File: config.mk
export PLATFORM = sky130hd
export DESIGN_NAME = snake_step_scheduler_flat
export DESIGN_NICKNAME = d
export VERILOG_FILES = /design/src/rtl/snake_step_scheduler_pkg.sv /design/src/rtl/snake_step_scheduler_if.sv /design/src/rtl/snake_step_scheduler_tick_prescaler.sv /design/src/rtl/snake_step_scheduler.sv /design/src/flat_wrapper.sv
export SDC_FILE = /design/constraint.sdc
export NUM_CORES = 1
export LEC_CHECK = 0
export CAP_MARGIN = 20
export CORE_UTILIZATION = 55
export CTS_BUF_LIST = sky130_fd_sc_hd__clkbuf_8
export DETAILED_ROUTE_END_ITERATION = 12
export PLACE_DENSITY = 0.77
export RECOVER_POWER = 25
export SLEW_MARGIN = 40
export SYNTH_ARGS = -nofsm -noshare
export SYNTH_HDL_FRONTEND = slang
export SYNTH_SLANG_ARGS = --single-unit
export TNS_END_PERCENT = 50
File: constraint.sdc
create_clock -name clk -period 2.66 [get_ports clk]
set_input_delay 0.399 -clock clk [delete_from_list [all_inputs] [get_ports clk]]
set_output_delay 0.399 -clock clk [all_outputs]
set_load 0.005 [all_outputs]
File: src/rtl/snake_step_scheduler_pkg.sv
`default_nettype none
// ============================================================================
// Module : snake_pkg
// Brief  : Shared types and helpers for the snake game step scheduler.
// Rev    : 1.0  initial release
// ============================================================================
package snake_pkg;

    localparam int STEP_CNT_W = 16;

    typedef enum logic [3:0] {
        ST_IDLE      = 4'd0,
        ST_WAIT_STEP = 4'd1,
        ST_WAIT_VB   = 4'd2,
        ST_LATCH     = 4'd3,
        ST_MOVE      = 4'd4,
        ST_CHECK     = 4'd5,
        ST_COMMIT    = 4'd6,
        ST_OVER      = 4'd7,
        ST_FAULT     = 4'd8
    } step_state_e;

    // Base ticks per step for a level; never below 1 so the game always advances.
    function automatic int level_interval(input int base_ticks, input int level_dec, input int level);
        int v;
        v = base_ticks - level * level_dec;
        return (v < 1) ? 1 : v;
    endfunction

endpackage
`default_nettype wire

File: src/rtl/snake_step_scheduler_if.sv
`default_nettype none
// ============================================================================
// Module : snake_step_if
// Brief  : Start/done handshake between the step scheduler and the datapath.
// Rev    : 1.0  initial release
// ============================================================================
interface snake_step_if ();

    logic dir_latch;
    logic move_start;
    logic chk_start;
    logic commit;
    logic move_done;
    logic chk_done;
    logic hit;

    modport master (
        output dir_latch,
        output move_start,
        output chk_start,
        output commit,
        input  move_done,
        input  chk_done,
        input  hit
    );

    modport slave (
        input  dir_latch,
        input  move_start,
        input  chk_start,
        input  commit,
        output move_done,
        output chk_done,
        output hit
    );

endinterface
`default_nettype wire

File: src/rtl/snake_step_scheduler_tick_prescaler.sv
`default_nettype none
// ============================================================================
// Module : tick_prescaler
// Brief  : Divides clk into base ticks; holds while paused or cleared.
// Rev    : 1.0  initial release
// ============================================================================
module tick_prescaler #(
    parameter int PRESCALE = 10_000
) (
    input  logic clk,
    input  logic reset,
    input  logic clear,
    input  logic pause,
    output logic base_tick
);

    localparam int PC_W = (PRESCALE > 1) ? $clog2(PRESCALE) : 1;
    localparam logic [PC_W-1:0] c_pc_last = PC_W'(PRESCALE - 1);

    logic [PC_W-1:0] r_pc;
    logic            w_wrap;

    assign w_wrap = (r_pc == c_pc_last);

    always_ff @(posedge clk) begin
        if (reset || clear) begin
            r_pc <= '0;
        end else if (!pause) begin
            r_pc <= w_wrap ? '0 : r_pc + PC_W'(1);
        end
    end

    assign base_tick = w_wrap && !pause && !clear;

endmodule
`default_nettype wire

File: src/rtl/snake_step_scheduler.sv
`default_nettype none
// ============================================================================
// Module : snake_step_scheduler
// Brief  : Level-paced, vblank-aligned sequencer for one snake game step.
// Rev    : 1.0  initial release
// ============================================================================
module snake_step_scheduler
    import snake_pkg::*;
#(
    parameter int PRESCALE   = 10_000,
    parameter int BASE_TICKS = 50,
    parameter int LEVEL_DEC  = 5,
    parameter int LEVEL_W    = 3,
    parameter int TIMEOUT    = 1024
) (
    input  logic                  clk,
    input  logic                  reset,
    input  logic                  run,
    input  logic                  pause,
    input  logic                  restart,
    input  logic [LEVEL_W-1:0]    level,
    input  logic                  vblank,
    snake_step_if.master          dp,
    output logic                  game_over,
    output logic                  fault,
    output logic                  overrun,
    output logic [STEP_CNT_W-1:0] step_count
);

    localparam int TICK_W = 16;
    localparam int WD_W   = (TIMEOUT > 1) ? $clog2(TIMEOUT) : 1;
    localparam logic [WD_W-1:0] c_wd_last = WD_W'(TIMEOUT - 1);

    step_state_e             r_state;
    logic                    r_dir_latch;
    logic                    r_move_start;
    logic                    r_chk_start;
    logic                    r_commit;
    logic                    r_game_over;
    logic                    r_fault;
    logic                    r_overrun;
    logic                    r_pending;
    logic [STEP_CNT_W-1:0]   r_step_count;
    logic [WD_W-1:0]         r_wd;
    logic [TICK_W-1:0]       r_ticks;
    logic [TICK_W-1:0]       r_interval;

    logic                    w_base_tick;
    logic                    w_cnt_run;
    logic                    w_busy;
    logic                    w_elapsed;
    logic [TICK_W-1:0]       w_next_interval;

    // Cadence only runs while a game is live; IDLE/OVER/FAULT keep it cleared.
    assign w_cnt_run       = !(r_state inside {ST_IDLE, ST_OVER, ST_FAULT});
    assign w_busy          = r_state inside {ST_LATCH, ST_MOVE, ST_CHECK, ST_COMMIT};
    assign w_next_interval = TICK_W'(level_interval(BASE_TICKS, LEVEL_DEC, int'(level)));
    assign w_elapsed       = w_base_tick && ((r_ticks + TICK_W'(1)) == r_interval);

    tick_prescaler #(
        .PRESCALE (PRESCALE)
    ) u_prescaler (
        .clk       (clk),
        .reset     (reset),
        .clear     (!w_cnt_run),
        .pause     (pause),
        .base_tick (w_base_tick)
    );

    always_ff @(posedge clk) begin
        if (reset || !w_cnt_run) begin
            r_ticks    <= '0;
            r_interval <= w_next_interval;
            r_pending  <= 1'b0;
        end else begin
            if (w_elapsed) begin
                r_ticks    <= '0;
                r_interval <= w_next_interval;
            end else if (w_base_tick) begin
                r_ticks <= r_ticks + TICK_W'(1);
            end
            // A new step request outranks the LATCH acknowledge of the old one.
            if (w_elapsed) begin
                r_pending <= 1'b1;
            end else if (r_state == ST_LATCH) begin
                r_pending <= 1'b0;
            end
        end
    end

    always_ff @(posedge clk) begin
        if (reset) begin
            r_overrun <= 1'b0;
        end else if ((r_state == ST_OVER) && restart) begin
            r_overrun <= 1'b0;
        end else if (w_cnt_run && w_elapsed && (r_pending || w_busy)) begin
            r_overrun <= 1'b1;
        end
    end

    always_ff @(posedge clk) begin
        if (reset) begin
            r_state      <= ST_IDLE;
            r_dir_latch  <= 1'b0;
            r_move_start <= 1'b0;
            r_chk_start  <= 1'b0;
            r_commit     <= 1'b0;
            r_game_over  <= 1'b0;
            r_fault      <= 1'b0;
            r_step_count <= '0;
            r_wd         <= '0;
        end else begin
            r_dir_latch  <= 1'b0;
            r_move_start <= 1'b0;
            r_chk_start  <= 1'b0;
            r_commit     <= 1'b0;
            case (r_state)
                ST_IDLE: begin
                    if (run) r_state <= ST_WAIT_STEP;
                end
                ST_WAIT_STEP: begin
                    if (!run)           r_state <= ST_IDLE;
                    else if (r_pending) r_state <= ST_WAIT_VB;
                end
                ST_WAIT_VB: begin
                    if (!run) begin
                        r_state <= ST_IDLE;
                    end else if (vblank) begin
                        r_state     <= ST_LATCH;
                        r_dir_latch <= 1'b1;
                    end
                end
                ST_LATCH: begin
                    r_state      <= ST_MOVE;
                    r_move_start <= 1'b1;
                    r_wd         <= '0;
                end
                ST_MOVE: begin
                    if (dp.move_done) begin
                        r_state     <= ST_CHECK;
                        r_chk_start <= 1'b1;
                        r_wd        <= '0;
                    end else if (r_wd == c_wd_last) begin
                        r_state <= ST_FAULT;
                        r_fault <= 1'b1;
                    end else begin
                        r_wd <= r_wd + WD_W'(1);
                    end
                end
                ST_CHECK: begin
                    if (dp.chk_done) begin
                        if (dp.hit) begin
                            r_state     <= ST_OVER;
                            r_game_over <= 1'b1;
                        end else begin
                            r_state      <= ST_COMMIT;
                            r_commit     <= 1'b1;
                            r_step_count <= r_step_count + STEP_CNT_W'(1);
                        end
                    end else if (r_wd == c_wd_last) begin
                        r_state <= ST_FAULT;
                        r_fault <= 1'b1;
                    end else begin
                        r_wd <= r_wd + WD_W'(1);
                    end
                end
                ST_COMMIT: begin
                    r_state <= run ? ST_WAIT_STEP : ST_IDLE;
                end
                ST_OVER: begin
                    if (restart) begin
                        r_state      <= ST_IDLE;
                        r_game_over  <= 1'b0;
                        r_step_count <= '0;
                    end
                end
                ST_FAULT: begin
                    r_state <= ST_FAULT;
                end
                default: begin
                    r_state <= ST_IDLE;
                end
            endcase
        end
    end

    assign dp.dir_latch  = r_dir_latch;
    assign dp.move_start = r_move_start;
    assign dp.chk_start  = r_chk_start;
    assign dp.commit     = r_commit;
    assign game_over     = r_game_over;
    assign fault         = r_fault;
    assign overrun       = r_overrun;
    assign step_count    = r_step_count;

endmodule
`default_nettype wire

File: src/flat_wrapper.sv
// flat-port wrapper written by rule: the top's interface ports become plain ports
module snake_step_scheduler_flat import snake_pkg::*;
#(
    parameter int PRESCALE   = 10_000,
    parameter int BASE_TICKS = 50,
    parameter int LEVEL_DEC  = 5,
    parameter int LEVEL_W    = 3,
    parameter int TIMEOUT    = 1024
)
  (clk, reset, run, pause, restart, level, vblank, game_over, fault, overrun, step_count, dp_dir_latch, dp_move_start, dp_chk_start, dp_commit, dp_move_done, dp_chk_done, dp_hit);
  snake_step_if dp_i ();
  input  logic clk;
  input  logic reset;
  input  logic run;
  input  logic pause;
  input  logic restart;
  input  logic [LEVEL_W-1:0] level;
  input  logic vblank;
  output logic game_over;
  output logic fault;
  output logic overrun;
  output logic [STEP_CNT_W-1:0] step_count;
  output wire logic [$bits(dp_i.dir_latch)-1:0] dp_dir_latch;
  output wire logic [$bits(dp_i.move_start)-1:0] dp_move_start;
  output wire logic [$bits(dp_i.chk_start)-1:0] dp_chk_start;
  output wire logic [$bits(dp_i.commit)-1:0] dp_commit;
  input wire logic [$bits(dp_i.move_done)-1:0] dp_move_done;
  input wire logic [$bits(dp_i.chk_done)-1:0] dp_chk_done;
  input wire logic [$bits(dp_i.hit)-1:0] dp_hit;
  assign dp_dir_latch = dp_i.dir_latch;
  assign dp_move_start = dp_i.move_start;
  assign dp_chk_start = dp_i.chk_start;
  assign dp_commit = dp_i.commit;
  assign dp_i.move_done = dp_move_done;
  assign dp_i.chk_done = dp_chk_done;
  assign dp_i.hit = dp_hit;
  snake_step_scheduler #(.PRESCALE(PRESCALE), .BASE_TICKS(BASE_TICKS), .LEVEL_DEC(LEVEL_DEC), .LEVEL_W(LEVEL_W), .TIMEOUT(TIMEOUT)) u_core (.clk(clk), .reset(reset), .run(run), .pause(pause), .restart(restart), .level(level), .vblank(vblank), .dp(dp_i), .game_over(game_over), .fault(fault), .overrun(overrun), .step_count(step_count));
endmodule
==> results of run 1 <==
[cell usage in the layout (no fill, tap or decap), types with 3 or more instances in the layout]
master           instances
xnor2_1                 27
nor2b_1                  4
mux2i_1                  3
and3_1                   8
a21oi_1                 15
dlygate4sd3_1           14
and4b_1                  4
and4_1                   5
nand3_1                 17
or3_1                   10
nor2_1                  57
edfxtp_1                 6
nand2b_1                 7
inv_1                   19
buf_4                   10
nor3_1                  18
nand2_1                 36
dfxtp_1                 68
xor2_1                  30
ha_1                     8
a31oi_1                  3
o21ai_0                 14
clkbuf_8                10
nor4_1                   3
o22ai_1                  3
nand4_1                 17
clkdlybuf4s50_1         20
and2_1                   5
a211oi_1                 4
[final cells by class]
| cell class | count | area [µm²] |
|---|---|---|
| fillers | 560 | 2287 |
| multi-input cells | 336 | 2173 |
| flip-flops and latches | 74 | 1541 |
| repair buffers | 46 | 422.9 |
| clock buffers | 10 | 137.6 |
| well taps | 96 | 120.1 |
| inverters | 17 | 63.81 |
| clock inverters | 5 | 47.55 |
[cells in the mapped netlist, drive strengths merged (3+ instances only)]
master	number	share of area (%)
or3	10	1.6
buf	8	1.3
and4	5	1.1
o22ai	3	0.49
nand4	18	3.1
o21ai	15	1.9
nor4	4	1.0
and2	5	0.81
nor2	59	5.9
and4b	4	1.0
xnor2	27	6.1
inv	17	1.6
nor2b	4	0.65
edfxtp	6	4.7
clkbuf	10	0.97
and3	8	1.3
xor2	30	6.8
nand2	37	3.7
nand3	17	2.2
nor3	19	2.7
dfxtp	68	35
a31oi	3	0.49
nand2b	7	1.1
ha	8	2.6
a21oi	15	1.9
a211oi	5	1.3
mux2i	3	0.78
or2	3	0.49
[critical path, stage by stage (launching register included)]
cell	delay, ns
dfxtp_1	0.38
ha_1	0.36
a211o_1	0.34
a21oi_1	0.15
nand2_1	0.07
a211o_1	0.31
nor4_4	0.23
or2_1	0.29
[worst paths after layout]
check | to | slack [ns] | cells after the start
setup / recovery | u_core.r_interval[1] | 0.22 | 7
setup reg to reg | u_core.r_interval[1] | 0.22 | 7
hold / removal | u_core.fault | 0.46 | 2
hold reg to reg | u_core.fault | 0.46 | 2
[through the flow]
| step | instance area, µm² | setup WS [ns] | std cells | hold WS [ns] | utilization (%) |
|---|---|---|---|---|---|
| 5_1_grt | 4507 | 0.07229 | 584 | 0.4923 | 66.34 |
| 6_report | 4507 | 0.2220 | 584 | 0.4614 | 66.34 |
| 3_3_place_gp | 4334 | 0.1161 | 569 | 0.4474 | 63.79 |
| 3_5_place_dp | 4334 | 0.03054 | 569 | 0.4602 | 63.79 |
| 2_1_floorplan | 3870 | 0.2880 | 445 | 0.4421 | - |
| 4_1_cts | 4519 | 0.2323 | 584 | 0.4738 | 66.52 |
[sequential cells by signal (all words and copies together), names as in the netlist]
| register | flops |
|---|---|
| u_core.r_ticks | 16 |
| u_core.step_count | 16 |
| u_core.u_prescaler.r_pc | 14 |
| u_core.r_wd | 10 |
| u_core.r_interval | 6 |
| u_core.r_state | 4 |
| u_core.dp.chk_start | 1 |
| u_core.dp.commit | 1 |
| u_core.dp.dir_latch | 1 |
| u_core.dp.move_start | 1 |
| u_core.fault | 1 |
| u_core.game_over | 1 |
| u_core.overrun | 1 |
| u_core.r_pending | 1 |
[power by group through the flow]
| stage | sequential [mW] | combinational [mW] | clock, mW |
|---|---|---|---|
| 5_1_grt | 1.17 | 0.225 | 0.903 |
| 3_3_place_gp | 1.19 | 0.196 | 0 |
| 3_5_place_dp | 1.19 | 0.203 | 0 |
| 6_report | 1.16 | 0.202 | 0.830 |
| 4_1_cts | 1.16 | 0.205 | 0.854 |
| 2_1_floorplan | 1.19 | 0.137 | 0 |
[routing by layer]
metal	vias to the layer above	share of wire, %	track usage [%]
met5	-	0	0
met4	0	0.94	7.424
met3	7	3.9	5.005
met2	68	48	34.56
met1	1480	47	29.06
li1	1635	-	-
[kinds of logic (layout without fill, tap and decap cells)]
kind of cell | Yosys count | count (layout)
buffers and inverters | 35 | 78
adders and majority gates | 10 | 10
DFF | 74 | 74
AOI/OAI and AO/OA | 58 | 58
muxes | 4 | 4
xor gates and xnor gates | 57 | 57
and+or+nand+nor | 207 | 207
==> key figures, run 1 <==
Clock tree
  • Post-CTS sizing: 0
  • # hold bufs at CTS: 0
  • Clk sinks: between 70 and 80
  • CTS tree: done
  • Worst skew pair latency: approximately 0.34 ns
  • TritonCTS Buffers: 9
  • Clk slew on worst S/H paths: ~0.070 ns
  • Post-CTS Setup Bufs: 0
  • Root buffer cell: clkbuf_8
  • H-tree Lvls: 3
  • Worst-case clock buffer depth: 2

Worst setup path
  • Worst endpoint required time: between 2 and 3 ns
  • Worst Setup SP: u_core.r_ticks[0]
  • Crit. End Element: register
  • CP Max Fanout: 11
  • CP Launch Type: register
  • WP data arrival: about 2.5 ns
  • RR Startpoint: u_core.r_ticks[0]
  • CP Class: register to register

Yosys
  • Primary FF master, synth: dfxtp_1
  • Seq/Total Area, Yosys: roughly two fifths
  • Cells after Synth: roughly 450
  • Synthesis-stage register bit count: 74
  • Compound-gate portion of the synthesized area: 9.990%
  • Syn_nets: 467
  • Synth Area in Adders: around 3.6%
  • Yosys cell types: 59
  • Mux contribution to synthesized area: 1.067%
  • Synth Warn #: 0
  • Post-Synth XOR/XNOR Area: between 10 and 15%
  • Number of synthesized flops with an enable pin: 6
  • Area share of and/or/nand/nor cells after synthesis: between 20% and 30%
  • Synthesized cell area: around 0.0039 mm²
  • Largest family of logic cells by synthesized area: simple AND/OR/NAND/NOR gates
  • FFs w/ async S/R, synth: 0%
  • Synth Area per Inst: 8.697 µm²

Global routing
  • Largest net degree at the start of global routing: 20
  • Number of global-route vias before repair: ~2,900
  • Antenna violations before repair: 0
  • First-pass GRT wire length: between 10 and 15 mm
  • Global Route Usage Sum: 21.69%
  • Grt total ovfl: 0

Job
  • MaxCap Viol Count: 0

Finish
  • P&R area growth vs syn: 16.46%
  • # diodes: 0
  • Layout Nets: ~510
  • Share of layout cells above drive strength 1: 7.787%

Power
  • Sw Share: approximately a quarter
  • Reg power frac: a little over half
  • Switching pwr: roughly 0.52 mW
  • Final Power: 2.195 mW
  • Clock power frac: between 30% and 40%
  • VDD IR-drop max: 0.0003033 V
  • Power per cell area: between 400 and 500 mW/mm²
  • Gate power share: under 10%
  • Pint: 1.679 mW
  • LEAKAGE: between 1.5 and 2 nW

Floorplanning
  • Die area: between 0.007 and 0.008 mm²
  • CORE AREA: slightly below 0.007 mm²
  • Initial Util: approximately 57%
  • Io pins: 35
  • Die W: ~86 µm
  • DIE HEIGHT: about 86 µm
  • Core Rows: 30

Hold path
  • Hold/Removal Path Class: register to register
  • Hold Startpoint: u_core.fault

STA
  • Worst Max-Slew Pin Slew: approximately 0.77 ns
  • Min cycle time layout: 2.438 ns
  • Finish-stage setup viols: 0
  • Setup TNS: 0 ns
  • Final Skew: slightly above 0.008 ns
  • Final-report max-slew violation count: 0
  • Rel. slew slack: between 40% and 50%
  • RSZ-0062 raised after global routing: false
  • Tcrit/Tclk final: between 90% and 100%
  • Fmax: 0.4102 GHz
  • Final count of hold timing violations: 0

Detailed routing
  • Post-route ant nets: 0
  • Via Count: 3,190
  • Vias per cell: 5.462
  • Final wirelength: 7.473 mm
  • Drt first pass iters: 4
  • DR iter-0 viols: about 120
  • Avg WL per Cell: between 10 and 15 µm
  • DRC: 0

Placed design
  • Post-DP HPWL: 5.408 mm
  • RePlAce Congestion: ~0.82
  • Port Buffers: 34

Status
  • Status: complete, no violations
No activity file was read; power rests on OpenSTA's default activity.
==> inputs of run 2 (changes only) <==
Settings changed: SLEW_MARGIN 40 to not set.
==> results of run 2 <==
No change in the layout: final DEF, timing and power equal those of run 1.
